**config.mk**
```make
export PLATFORM = sky130hd
export DESIGN_NAME = fetch_stage
export DESIGN_NICKNAME = d
export VERILOG_FILES = /design/src/rtl/fetch_stage.sv
export SDC_FILE = /design/constraint.sdc
export NUM_CORES = 1
export LEC_CHECK = 0
export BUFFER_PORTS_ARGS = -buffer_cell sky130_fd_sc_hd__buf_4
export CAP_MARGIN = 25
export CORE_AREA = 2 2 223 137
export DETAILED_ROUTE_END_ITERATION = 7
export DIE_AREA = 0 0 225 139
export PLACE_DENSITY = 0.56
export RECOVER_POWER = 50
export SLEW_MARGIN = 20
export SYNTH_ARGS = -nofsm -noshare
export SYNTH_HDL_FRONTEND = slang
export SYNTH_SLANG_ARGS = --single-unit
```
**constraint.sdc**
```tcl
create_clock -name clk -period 2.98 [get_ports clk]
set_input_delay 0.745 -clock clk [delete_from_list [all_inputs] [get_ports clk]]
set_output_delay 0.745 -clock clk [all_outputs]
set_load 0.05 [all_outputs]
```
**src/rtl/fetch_stage.sv**
```systemverilog
// fetch_stage: instruction-fetch front end. Owns the PC, drives the
// combinational instruction memory, and buffers up to two {pc, instr}
// pairs for decode over a valid/ready handshake.
//
// Ports:
//   clk, rst_n          clock, async active-low reset
//   imem_pc             fetch address to instruction memory (= fetch_pc)
//   imem_instruction    instruction word for imem_pc, same cycle
//   redirect_valid/pc   replace the fetch stream (branch, jal, jalr)
//   out_valid/ready     decode handshake for the buffer head
//   out_pc/instruction  head entry; held while out_valid=0
//   fault, fault_cause  fetch halted: 01 misaligned, 10 out of range
module fetch_stage #(
    parameter logic [31:0] RESET_PC   = 32'h0000_0000,
    parameter int          IMEM_WORDS = 64
) (
    input  logic        clk,
    input  logic        rst_n,
    output logic [31:0] imem_pc,
    input  logic [31:0] imem_instruction,
    input  logic        redirect_valid,
    input  logic [31:0] redirect_pc,
    output logic        out_valid,
    input  logic        out_ready,
    output logic [31:0] out_pc,
    output logic [31:0] out_instruction,
    output logic        fault,
    output logic [1:0]  fault_cause
);

    localparam logic [31:0] PC_LIMIT = 32'(IMEM_WORDS * 4);

    localparam logic [1:0] CAUSE_NONE  = 2'b00;
    localparam logic [1:0] CAUSE_ALIGN = 2'b01;
    localparam logic [1:0] CAUSE_RANGE = 2'b10;

    logic [31:0] pc_q, pc_d;
    logic [1:0]  cnt_q, cnt_d;
    logic        head_q, head_d;
    logic        tail_q, tail_d;
    logic [31:0] ent_pc_q  [2];
    logic [31:0] ent_pc_d  [2];
    logic [31:0] ent_ins_q [2];
    logic [31:0] ent_ins_d [2];
    logic [31:0] out_pc_q, out_pc_d;
    logic [31:0] out_ins_q, out_ins_d;
    logic        fault_q, fault_d;
    logic [1:0]  cause_q, cause_d;

    logic        pop;
    logic        push;
    logic        pc_legal;
    logic        rd_misaligned;
    logic        rd_range_ok;
    logic [31:0] pc_inc;

    assign imem_pc         = pc_q;
    assign out_valid       = (cnt_q != 2'd0);
    assign out_pc          = out_pc_q;
    assign out_instruction = out_ins_q;
    assign fault           = fault_q;
    assign fault_cause     = cause_q;

    assign pc_legal      = (pc_q[1:0] == 2'b00) && (pc_q < PC_LIMIT);
    assign rd_misaligned = (redirect_pc[1:0] != 2'b00);
    assign rd_range_ok   = (redirect_pc < PC_LIMIT);
    assign pc_inc        = pc_q + 32'd4;

    assign pop  = out_valid & out_ready;
    assign push = pc_legal & ~fault_q & ~redirect_valid
                & ((cnt_q < 2'd2) | pop);

    always_comb begin
        pc_d      = pc_q;
        cnt_d     = cnt_q;
        head_d    = head_q;
        tail_d    = tail_q;
        ent_pc_d  = ent_pc_q;
        ent_ins_d = ent_ins_q;
        out_pc_d  = out_pc_q;
        out_ins_d = out_ins_q;
        fault_d   = fault_q;
        cause_d   = cause_q;

        if (redirect_valid) begin
            // Flush: buffered entries and any same-cycle pop are discarded.
            cnt_d  = 2'd0;
            head_d = 1'b0;
            tail_d = 1'b0;
            pc_d   = redirect_pc;
            if (rd_misaligned) begin
                fault_d = 1'b1;
                cause_d = CAUSE_ALIGN;
            end else if (!rd_range_ok) begin
                fault_d = 1'b1;
                cause_d = CAUSE_RANGE;
            end else begin
                fault_d = 1'b0;
                cause_d = CAUSE_NONE;
            end
        end else begin
            if (push) begin
                ent_pc_d[tail_q]  = pc_q;
                ent_ins_d[tail_q] = imem_instruction;
                tail_d            = ~tail_q;
                pc_d              = pc_inc;
                // Sequential run stepped past the last word.
                if (pc_inc == PC_LIMIT) begin
                    fault_d = 1'b1;
                    cause_d = CAUSE_RANGE;
                end
            end
            if (pop) begin
                head_d = ~head_q;
            end
            unique case ({push, pop})
                2'b10:   cnt_d = cnt_q + 2'd1;
                2'b01:   cnt_d = cnt_q - 2'd1;
                default: cnt_d = cnt_q;
            endcase
            // Catches an illegal RESET_PC; redirects fault above.
            if (!fault_q && !pc_legal) begin
                fault_d = 1'b1;
                cause_d = (pc_q[1:0] != 2'b00) ? CAUSE_ALIGN
                                               : CAUSE_RANGE;
            end
        end

        // Output registers track the next head, holding when empty.
        if (cnt_d != 2'd0) begin
            out_pc_d  = ent_pc_d[head_d];
            out_ins_d = ent_ins_d[head_d];
        end
    end

    always_ff @(posedge clk or negedge rst_n) begin
        if (!rst_n) begin
            pc_q      <= RESET_PC;
            cnt_q     <= 2'd0;
            head_q    <= 1'b0;
            tail_q    <= 1'b0;
            ent_pc_q  <= '{default: 32'd0};
            ent_ins_q <= '{default: 32'd0};
            out_pc_q  <= 32'd0;
            out_ins_q <= 32'd0;
            fault_q   <= 1'b0;
            cause_q   <= CAUSE_NONE;
        end else begin
            pc_q      <= pc_d;
            cnt_q     <= cnt_d;
            head_q    <= head_d;
            tail_q    <= tail_d;
            ent_pc_q  <= ent_pc_d;
            ent_ins_q <= ent_ins_d;
            out_pc_q  <= out_pc_d;
            out_ins_q <= out_ins_d;
            fault_q   <= fault_d;
            cause_q   <= cause_d;
        end
    end

endmodule

```
==> summary.txt, run 1 <==
===========================================================================
Post-detailed-placement half-perimeter wirelength ............     17500 µm
Detailed Route Iter0 Violations ..............................          392
Static leakage power .........................................      6.24 nW
Cell count after placement ...................................         1445
Worst skew pair latency ......................................      0.54 ns
Share of the yosys chip area belonging to registers ..........        57.2%
Synthesized area .............................................    10100 µm²
Area occupied by multi-input gates ...........................     3820 µm²
Setup repair after global routing missed its margin ..........           no
Number of top-level pins .....................................          168
Transition time of the tightest slew-check pin ...............      2.29 ns
Max frequency ................................................    0.364 GHz
Final Wtd Congestion .........................................        0.734
Synthesized flop and latch total .............................          231
Final Net Count ..............................................         1161
Number of iterations in the first detailed-routing pass ......            4
Fillcell total ...............................................         2847
Worst Clk Skew ...............................................    0.0339 ns
Most area-consuming cells after synthesis .................... sky130_fd_sc_hd__dfrtp_1, sky130_fd_sc_hd__nand2_1, sky130_fd_sc_hd__a221oi_1, sky130_fd_sc_hd__a22o_1, sky130_fd_sc_hd__a21o_1
Type of element launching the critical path ..................    flip-flop
GRT Residual Overflow ........................................            0
Largest fanout of any net on the critical path ...............           26
DRC Markers ..................................................            0
Post-synth EDFFs .............................................            0
Diodes inserted ..............................................            0
Count of different cell masters after synthesis ..............           52
Die area .....................................................    31300 µm²
Global routing usage summed across all routing layers ........        18.3%
Count of non-filler cells in the finished layout .............         1490
Cell chosen for the clock root ............................... sky130_fd_sc_hd__clkbuf_16
Total power per unit cell area ...............................   566 nW/µm²
Met2 Routed Length ...........................................     12000 µm
Synth top area share .........................................        57.2%
Area growth from synthesis to layout .........................        25.4%
Highest metal layer with signal wires ........................         met4
Initial core utilization .....................................        34.4%
Overall die width ............................................       225 µm
Number of buffers created by CTS .............................           24
Fin crit share ...............................................        92.3%
FF/Latch Area ................................................     5800 µm²
Clock transition at the registers of the reported paths ......      0.07 ns
Fraction of registers with async set/reset ...................         100%
Total number of vias .........................................         7830
Average cell area after synthesis ............................     10.7 µm²
Initial antenna violation count ..............................            0
Detail Route met3 WL .........................................      1450 µm
Number of warnings issued by yosys ...........................            0
Delay of the slowest critical-path stage .....................      0.43 ns
Most frequently used flop master after synthesis ............. sky130_fd_sc_hd__dfrtp_1
Worst path top cell family by delay .......................... simple AND/OR/NAND/NOR gates
Failing checks ............................................... max-capacitance violations, max-slew violations
Smallest setup slack after layout ............................     0.229 ns
DR vias/cell .................................................         5.26
Critical path class ..........................................      reg2reg
Detailed-route wire length ...................................     28100 µm
Proportion of layout cells with a drive suffix above 1 .......        25.2%
Clock H-tree levels ..........................................            1
Peak VDD IR ..................................................       346 µV
Mapped Nets ..................................................         1016
Synthesized instance count ...................................          945
Total number of placement rows ...............................           49
Detailed-routing wirelength on met1 ..........................     14300 µm
Port Buffers .................................................          167
Vias in the first global route ...............................         7983
Final Hold Slack .............................................     0.423 ns
Result of the run ............................................ finished with violations
Sink Count ...................................................          231
Hold Crit Class ..............................................       in2reg
Pre-CTS WS ...................................................   -0.0540 ns
Clock Tree Buf Depth .........................................            3
Required time worst endpoint .................................      3.37 ns
Routed len/inst ..............................................      18.9 µm
Count of endpoints failing setup in the final report .........            0
Min Clock Period, post-route .................................      2.75 ns
Max_slew headroom ............................................       -52.9%
Final-report hold violation count ............................            0
Max-cap violation count ......................................            1
Cell type with the highest aggregate area in the netlist ..... sky130_fd_sc_hd__dfrtp_1
Post-CTS Hold Fix Bufs .......................................            0
Number of nets still failing antenna checks after routing ....            0
Number of buffers and inverters on the critical path .........            2
Arrival time at the worst endpoint ...........................      3.14 ns
First-pass GRT wire length ...................................     45800 µm
Capturing element type of the critical path ..................    flip-flop
Critical-path cell list ...................................... nor4_4, nand4_2, nor3_4, inv_1, ha_1, nor2b_1, a21oi_2, o21ai_4, or2_1, buf_12, o221ai_1
Area inside the core boundary ................................    29400 µm²
Chip height ..................................................       139 µm
CTS tree .....................................................        built
Max stage delay cell, worst path ............................. sky130_fd_sc_hd__dfrtp_2
Max-slew violation total from the final report ...............           43
Maximum number of pins on one net before global-route repair .           87
===========================================================================
layout by cell type (no fill, tap or decap), drive strengths merged, types with 3 or more instances in the layout:
master | synthesis | final
dfrtp | 231 | 231
or2 | 3 | 3
ha | 3 | 3
nand2 | 164 | 164
nor2b | 35 | 35
a22o | 34 | 34
o31ai | 38 | 38
a21o | 39 | 39
and3 | 3 | 3
a221oi | 38 | 38
buf | 34 | 173
nand3 | 4 | 4
clkbuf | 48 | 58
mux2 | 25 | 25
inv | 63 | 63
o21ai | 12 | 12
nor4 | 50 | 50
nand4 | 5 | 5
a22oi | 3 | 3
a21oi | 9 | 9
clkinv | 0 | 9
bufinv | 0 | 3
nor2 | 12 | 12
nor3 | 6 | 6
o221ai | 26 | 26
a211oi | 38 | 38
path summary, 6_finish.rpt:
path                                    startpoint                             end  slack (ns)  depth (start not counted)
setup / recovery           imem_pc[30]$_DFFE_PN0P_          out_pc[25]$_DFFE_PN0P_        0.23                         11
hold / removal                      redirect_pc[4]          imem_pc[4]$_DFFE_PN0P_        0.42                          3
setup reg to reg           imem_pc[30]$_DFFE_PN0P_          out_pc[25]$_DFFE_PN0P_        0.23                         11
hold reg to reg             ent_pc_q[22]$_DFF_PN0_          ent_pc_q[22]$_DFF_PN0_        0.45                          2
max in group asynchronous                    rst_n  out_instruction[9]$_DFFE_PN0P_        0.43                          2
min in group asynchronous                    rst_n           out_pc[6]$_DFFE_PN0P_        1.10                          1
cell usage after synthesis (2+ instances only):
cell                         n
sky130_fd_sc_hd__a31oi_1     2
sky130_fd_sc_hd__nor2b_1    35
sky130_fd_sc_hd__a221oi_1   38
sky130_fd_sc_hd__nand3_1     4
sky130_fd_sc_hd__o31ai_1    35
sky130_fd_sc_hd__nand4_2     2
sky130_fd_sc_hd__a221o_1     2
sky130_fd_sc_hd__a21oi_1     9
sky130_fd_sc_hd__or3_1       2
sky130_fd_sc_hd__nand4_1     3
sky130_fd_sc_hd__nor3_1      5
sky130_fd_sc_hd__xnor2_1     2
sky130_fd_sc_hd__nand2_1   164
sky130_fd_sc_hd__a22o_1     34
sky130_fd_sc_hd__dfrtp_1   231
sky130_fd_sc_hd__o31ai_2     3
sky130_fd_sc_hd__and2_1      2
sky130_fd_sc_hd__ha_1        3
sky130_fd_sc_hd__buf_2      23
sky130_fd_sc_hd__o221ai_1   26
sky130_fd_sc_hd__clkbuf_1   47
sky130_fd_sc_hd__nor4_1     45
sky130_fd_sc_hd__nor2_1     12
sky130_fd_sc_hd__a22oi_1     3
sky130_fd_sc_hd__a211oi_1   38
sky130_fd_sc_hd__buf_1       8
sky130_fd_sc_hd__o21a_1      2
sky130_fd_sc_hd__a21o_1     39
sky130_fd_sc_hd__and3_1      3
sky130_fd_sc_hd__mux2_2     25
sky130_fd_sc_hd__nor4_2      4
sky130_fd_sc_hd__buf_6       2
sky130_fd_sc_hd__inv_1      63
sky130_fd_sc_hd__o21ai_0    11
through the flow:
| stage | cell area, µm² | setup TNS, ns | power, mW | util [%] |
|---|---|---|---|---|
| 2_1_floorplan | 10100 | 0 | 3.80 | - |
| 3_3_place_gp | 11900 | 0 | 4.14 | 40.6 |
| 3_5_place_dp | 11900 | -0.560 | 4.15 | 40.6 |
| 4_1_cts | 12700 | 0 | 7.30 | 43.3 |
| 5_1_grt | 12700 | 0 | 7.48 | 43.1 |
| 6_report | 12700 | 0 | 7.17 | 43.1 |
power breakdown:
group,switching [mW],total (mW),internal [mW]
Combinational,0.486,0.738,0.252
Sequential,0.0967,3.33,3.24
Clock,1.30,3.10,1.80
Total,1.88,7.17,5.29
registers in the layout, summed over array words and instances (netlist names):
signal           count
ent_ins_q           64
fault                1
out_instruction     32
imem_pc             32
fault_cause          2
head_q               1
tail_q               1
out_pc              32
cnt_q                2
ent_pc_q            64
area by class of cell:
type                            count  area share [%]
Multi-Input combinational cell    569            30.1
Inverter                           63            1.87
Tap cell                          382            3.77
Clock inverter                     13            1.24
Timing Repair Buffer              201            12.1
Sequential cell                   231            45.8
Clock buffer                       31            5.11
layer usage:
layer	vias up	global-route usage, %
li1	3719	-
met1	3903	28.0
met2	178	26.7
met3	30	3.98
met4	0	3.21
met5	-	0
tightest hold or removal path, cell delays in order:
cell and delay [ns]:
sky130_fd_sc_hd__buf_4 0.09, sky130_fd_sc_hd__a32oi_1 0.04, sky130_fd_sc_hd__o21ai_0 0.06
timing repair:
| action | 4_1_cts | 5_1_grt |
|---|---|---|
| buffers inserted | 0 | 1 |
| resized for setup | 0 | 8 |
| setup endpoints to repair | 0 | 57 |
kinds of logic after synthesis:
family / after synthesis / synth area share, %
AND/OR/NAND/NOR: 290 / 14.2
AO/OA/AOI/OAI: 248 / 19.4
multiplexers: 25 / 2.79
buffers and inverters: 145 / 5.87
flip-flops: 231 / 57.2
XOR/XNOR: 3 / 0.260
adder cells (fa/ha/maj): 3 / 0.371
Power figures use the tool's default switching activity.
==> run 2, diff against run 1 <==
==> constraint.sdc (replaced) <==
create_clock -name clk -period 2.98 [get_ports clk]
set_input_delay 0.149 -clock clk [delete_from_list [all_inputs] [get_ports clk]]
set_output_delay 0.149 -clock clk [all_outputs]
set_load 0.05 [all_outputs]
==> summary.txt, run 2 (synthesized netlist as in run 1, its figures left out) <==
=====================================================================================
Minimum setup slack among reg-to-reg paths .............................      0.24 ns
Clock Tree Buf Depth ...................................................            3
Global routing usage summed across all routing layers ..................        18.2%
Area inside the core boundary ..........................................    29400 µm²
Routed len/inst ........................................................      18.7 µm
Clock transition at the registers of the reported paths ................      0.06 ns
Min Clock Period, post-route ...........................................      2.74 ns
Post-route setup TNS ...................................................         0 ns
Critical path class ....................................................      reg2reg
Clock share of power ...................................................        41.8%
First-pass GRT wire length .............................................     45600 µm
Max_slew headroom ......................................................       -38.0%
Hold Crit Class ........................................................       in2reg
Utilization of the core after routing ..................................        44.0%
Peak VDD IR ............................................................       332 µV
Proportion of layout cells with a drive suffix above 1 .................        23.7%
Final Wtd Congestion ...................................................        0.748
Largest registers ...................................................... ent_ins_q (64), ent_pc_q (64)
Most frequent standard cell in the layout excluding fill and tap cells . sky130_fd_sc_hd__dfrtp_1
Worst Clk Skew .........................................................    0.0126 ns
Die area ...............................................................    31300 µm²
Capturing element type of the critical path ............................    flip-flop
Clock H-tree levels ....................................................            1
Area occupied by multi-input gates .....................................     3820 µm²
Relative contribution of combinational cells to total power ............        11.1%
NetSw ..................................................................      1.88 mW
Static leakage power ...................................................      6.34 nW
Maximum number of pins on one net before global-route repair ...........           82
Total number of vias ...................................................         7935
Number of iterations in the first detailed-routing pass ................            5
Sink Count .............................................................          231
Vias in the first global route .........................................         7963
Sequential power share .................................................        47.1%
Overall die width ......................................................       225 µm
Largest fanout of any net on the critical path .........................           34
Result of the run ...................................................... finished with violations
Chip height ............................................................       139 µm
Number of nets still failing antenna checks after routing ..............            0
Int Power ..............................................................      5.19 mW
Type of element launching the critical path ............................    flip-flop
Worst skew pair latency ................................................      0.54 ns
Switching power share of the total .....................................        26.6%
Setup repair after global routing missed its margin ....................           no
Final-report hold violation count ......................................            0
Initial core utilization ...............................................        34.4%
Total power per unit cell area .........................................   547 nW/µm²
Total number of placement rows .........................................           49
Cell chosen for the clock root ......................................... sky130_fd_sc_hd__clkbuf_16
Arrival time at the worst endpoint .....................................      3.17 ns
GRT Residual Overflow ..................................................            0
DR vias/cell ...........................................................         5.22
Initial antenna violation count ........................................            1
CTS tree ...............................................................        built
Detailed-route wire length .............................................     28400 µm
Port Buffers ...........................................................          167
Transition time of the tightest slew-check pin .........................      2.07 ns
Max frequency ..........................................................    0.366 GHz
Fillcell total .........................................................         2772
Number of top-level pins ...............................................          168
Max-cap violation count ................................................            1
Fin crit share .........................................................        91.8%
Final Hold Slack .......................................................    0.0152 ns
Detailed Route Iter0 Violations ........................................          620
Commonest cells after routing, fill and taps aside ..................... sky130_fd_sc_hd__dfrtp_1, sky130_fd_sc_hd__nand2_1, sky130_fd_sc_hd__buf_4
Failing checks ......................................................... max-capacitance violations, max-slew violations
Post-detailed-placement half-perimeter wirelength ......................     17000 µm
FF/Latch Area ..........................................................     5800 µm²
Count of endpoints failing setup in the final report ...................            0
Area growth from synthesis to layout ...................................        27.8%
Required time worst endpoint ...........................................      3.41 ns
DRC Markers ............................................................            0
Number of buffers created by CTS .......................................           24
Max-slew violation total from the final report .........................           75
Final Net Count ........................................................         1192
=====================================================================================
run 2: cell count changes in the layout (fill, tap and decap cells not counted), sizes merged:
cell / previous run / this run
clkbuf: 58 / 66
clkinv: 9 / 8
bufinv: 3 / 0
diode: 0 / 1
clkdlybuf4s25: 1 / 0
inv: 63 / 62
buf: 173 / 165
clkinvlp: 1 / 0
dlygate4sd3: 0 / 37
run 2: stage by stage:
stage                     std cells  setup slack, ns  area [µm²]  total power, mW
after floorplan                 945          0.00624       10200             3.80
after global placement         1437            0.226       11800             4.15
after detailed placement       1437            0.137       11800             4.15
after CTS                      1517            0.130       13000             7.17
after global routing           1521           0.0470       12900             7.35
final                          1521            0.244       12900             7.06
run 2: worst max-delay path, cell delays in order, from the launching register on:
cell and delay (ns):
sky130_fd_sc_hd__dfrtp_2 0.44, sky130_fd_sc_hd__nor4_2 0.34, sky130_fd_sc_hd__nand3_2 0.16, sky130_fd_sc_hd__nor3_4 0.21, sky130_fd_sc_hd__inv_1 0.13, sky130_fd_sc_hd__ha_4 0.31
sky130_fd_sc_hd__nor2b_4 0.05, sky130_fd_sc_hd__a31oi_2 0.22, sky130_fd_sc_hd__o21ai_4 0.10, sky130_fd_sc_hd__buf_4 0.16, sky130_fd_sc_hd__clkbuf_16 0.21, sky130_fd_sc_hd__o31ai_1 0.27
run 2: area by class of cell:
type | count | share of cell area (%)
timing repair buffer | 232 | 14.0
clock inverter | 7 | 0.416
sequential | 231 | 44.9
clock buffer | 36 | 5.54
antenna | 1 | 0.0194
tap | 382 | 3.70
inverter | 63 | 1.83
multi-input combinational | 569 | 29.6
run 2: worst paths after layout:
check / from / cells after the start / to
max: imem_pc[8]$_DFFE_PN0P_ / 11 / out_instruction[28]$_DFFE_PN0P_
min: imem_instruction[29] / 4 / ent_ins_q[29]$_DFF_PN0_
max reg2reg: imem_pc[8]$_DFFE_PN0P_ / 11 / out_instruction[28]$_DFFE_PN0P_
min reg2reg: ent_pc_q[9]$_DFF_PN0_ / 2 / ent_pc_q[9]$_DFF_PN0_
max in group asynchronous: rst_n / 3 / ent_pc_q[35]$_DFF_PN0_
min in group asynchronous: rst_n / 2 / out_instruction[21]$_DFFE_PN0P_
run 2: timing repair:
item | CTS | global route
endpoints found under the hold margin | 109 | 0
buffers inserted | 0 | 2
gates resized for setup | 0 | 7
hold buffers | 37 | 0
endpoints found under the setup margin | 0 | 60
run 2: per-layer routing:
layer	global-route usage, %	vias to the layer above	part of all wire (%)
met1	28.2	3907	51
met4	3.28	0	1.4
met3	4.36	33	6.0
met5	0	-	0
met2	25.8	206	42
li1	-	3789	-
run 2: power groups by stage:
stage / clock [mW] / sequential [mW] / combinational, mW
2_1_floorplan: 0 / 3.64 / 0.163
6_report: 2.95 / 3.33 / 0.783
3_3_place_gp: 0 / 3.39 / 0.766
5_1_grt: 3.16 / 3.34 / 0.842
3_5_place_dp: 0 / 3.39 / 0.768
4_1_cts: 3.03 / 3.33 / 0.808
==> run 3, diff against run 2 <==
Settings changed: CORE_AREA 2 2 223 137 to 2 2 132 230, DIE_AREA 0 0 225 139 to 0 0 134 232.
==> summary.txt, run 3 (synthesized netlist as in run 1, its figures left out) <==
=====================================================================================
Hold Crit Class ........................................................       in2reg
Number of iterations in the first detailed-routing pass ................            4
Maximum number of pins on one net before global-route repair ...........          103
Count of cell instances traversed by the critical path .................           11
DR vias/cell ...........................................................         5.35
Largest registers ...................................................... ent_ins_q (64), ent_pc_q (64)
Sequential power share .................................................        46.8%
Source of the critical timing path ..................................... imem_pc[8]$_DFFE_PN0P_
Max_slew headroom ......................................................       -41.4%
Initial antenna violation count ........................................            0
Number of buffers and inverters on the critical path ...................            3
Int Power ..............................................................      5.25 mW
Die area ...............................................................    31100 µm²
Failing checks ......................................................... max-capacitance violations, max-slew violations
Number of buffers created by CTS .......................................           23
Worst path top cell family by delay .................................... simple AND/OR/NAND/NOR gates
Min Clock Period, post-route ...........................................      2.76 ns
Max stage delay cell, worst path ....................................... sky130_fd_sc_hd__dfrtp_2
Cell chosen for the clock root ......................................... sky130_fd_sc_hd__clkbuf_16
Met1 GRT Util ..........................................................        22.0%
Minimum setup slack among reg-to-reg paths .............................      0.22 ns
Clock transition at the registers of the reported paths ................      0.07 ns
Initial core utilization ...............................................        34.6%
Max frequency ..........................................................    0.362 GHz
FF-to-FF path depth ....................................................           11
First-pass GRT wire length .............................................     45000 µm
Commonest cells after routing, fill and taps aside ..................... sky130_fd_sc_hd__dfrtp_1, sky130_fd_sc_hd__nand2_1, sky130_fd_sc_hd__buf_4
Result of the run ...................................................... finished with violations
Fillcell total .........................................................         2779
Clock share of power ...................................................        42.3%
Proportion of layout cells with a drive suffix above 1 .................        23.4%
NetSw ..................................................................      1.87 mW
DRC Markers ............................................................            0
Detailed-route wire length .............................................     28300 µm
Port Buffers ...........................................................          167
Vias in the first global route .........................................         8110
Max-slew violation total from the final report .........................           81
Post-route setup TNS ...................................................         0 ns
Critical path class ....................................................      reg2reg
Static leakage power ...................................................      6.32 nW
Required time worst endpoint ...........................................      3.38 ns
Count of non-filler cells in the finished layout .......................         1510
Routed len/inst ........................................................      18.7 µm
Critical path destination .............................................. out_instruction[24]$_DFFE_PN0P_
CTS tree ...............................................................        built
Peak VDD IR ............................................................       469 µV
Most frequent standard cell in the layout excluding fill and tap cells . sky130_fd_sc_hd__dfrtp_1
Detailed Route Iter0 Violations ........................................          411
Worst Clk Skew .........................................................    0.0259 ns
Final Net Count ........................................................         1184
Final Hold Slack .......................................................    0.0242 ns
Capturing element type of the critical path ............................    flip-flop
Delay of the slowest critical-path stage ...............................      0.45 ns
Diodes inserted ........................................................            0
Cell count after placement .............................................         1437
Clock Tree Buf Depth ...................................................            3
Post-detailed-placement half-perimeter wirelength ......................     17600 µm
Final-report hold violation count ......................................            0
Clock H-tree levels ....................................................            1
Transition time of the tightest slew-check pin .........................      2.12 ns
Total number of vias ...................................................         8073
Type of element launching the critical path ............................    flip-flop
Total number of placement rows .........................................           83
Total power per unit cell area .........................................   553 nW/µm²
Fin crit share .........................................................        92.8%
Met2 layer usage reported by global route ..............................        32.0%
Critical-path cell list ................................................ nor4_4, nand3_2, nor3_4, inv_1, ha_1, nor2b_1, a21oi_1, o21ai_4, buf_12, buf_12, o31ai_1
Overall die width ......................................................       134 µm
Terminus of the critical flop-to-flop path ............................. out_instruction[24]$_DFFE_PN0P_
Relative contribution of combinational cells to total power ............        10.9%
Arrival time at the worst endpoint .....................................      3.17 ns
Most used cell along the critical path ................................. sky130_fd_sc_hd__buf_12
Max-cap violation count ................................................            1
Area inside the core boundary ..........................................    29200 µm²
Area growth from synthesis to layout ...................................        27.5%
Launch point of the worst reg-to-reg path .............................. imem_pc[8]$_DFFE_PN0P_
Met3 track demand over resource in global routing ......................        2.55%
Sink Count .............................................................          231
GRT Residual Overflow ..................................................            0
Number of top-level pins ...............................................          168
Worst skew pair latency ................................................      0.53 ns
Chip height ............................................................       232 µm
Switching power share of the total .....................................        26.2%
Global routing usage summed across all routing layers ..................        18.2%
Setup repair after global routing missed its margin ....................           no
Largest fanout of any net on the critical path .........................           23
Count of endpoints failing setup in the final report ...................            0
Number of nets still failing antenna checks after routing ..............            0
Final Wtd Congestion ...................................................        0.762
GRT busiest layer ......................................................         met2
=====================================================================================
==> run 3: stage by stage <==
stage                     worst slack (ns)  area (µm²)  total power, mW  util [%]
final                                0.216       12900             7.12      44.1
after global routing                0.0115       12900             7.40      44.1
after CTS                            0.162       13000             7.23      44.5
after detailed placement             0.189       11900             4.16      40.7
after global placement               0.256       11900             4.15      40.7
after floorplan                    0.00624       10200             3.80         -
==> run 3: timing repair <==
| action | 4_1_cts | 5_1_grt |
|---|---|---|
| resized for setup | 0 | 1 |
| hold buffers | 33 | 0 |
| setup endpoints to repair | 0 | 10 |
| endpoints found under the hold margin | 112 | 0 |
| buffers inserted | 0 | 0 |
==> run 3: how the worst min path moves through the flow <==
| stage | cells past startpoint | endpoint | start |
|---|---|---|---|
| after floorplan | 0 | cnt_q[0]$_DFF_PN0_ | rst_n |
| after global placement | 1 | ent_ins_q[57]$_DFF_PN0_ | rst_n |
| after detailed placement | 1 | out_instruction[25]$_DFFE_PN0P_ | rst_n |
| after CTS | 4 | ent_ins_q[30]$_DFF_PN0_ | imem_instruction[30] |
| after global routing | 4 | ent_ins_q[29]$_DFF_PN0_ | imem_instruction[29] |
| final | 4 | ent_ins_q[30]$_DFF_PN0_ | imem_instruction[30] |
==> run 3: power groups by stage <==
stage	sequential [mW]	clock [mW]	combinational, mW
finish	3.33	3.01	0.772
global route	3.34	3.23	0.825
CTS	3.33	3.10	0.800
detailed placement	3.39	0	0.764
global placement	3.39	0	0.760
floorplan	3.64	0	0.163
==> run 3: worst min-delay path: stages <==
cell and delay [ns]:
sky130_fd_sc_hd__buf_4 0.12, sky130_fd_sc_hd__nand2_1 0.06, sky130_fd_sc_hd__nor4_1 0.05, sky130_fd_sc_hd__a21o_1 0.15
==> run 3: layout make-up <==
| class | count | area, µm² | share of cell area [%] |
|---|---|---|---|
| flip-flops and latches | 231 | 5800 | 45.0 |
| multi-input cells | 569 | 3790 | 29.4 |
| repair buffers | 225 | 1800 | 14.0 |
| clock buffers | 27 | 611 | 4.74 |
| well taps | 382 | 478 | 3.71 |
| inverters | 63 | 236 | 1.84 |
| clock inverters | 13 | 164 | 1.27 |
==> run 3: layer usage <==
metal	wire, µm	part of all wire (%)	vias to the layer above
li1	-	-	3766
met1	11300	40	4052
met2	14700	52	195
met3	1150	4.1	60
met4	1100	3.9	0
met5	0	0	-
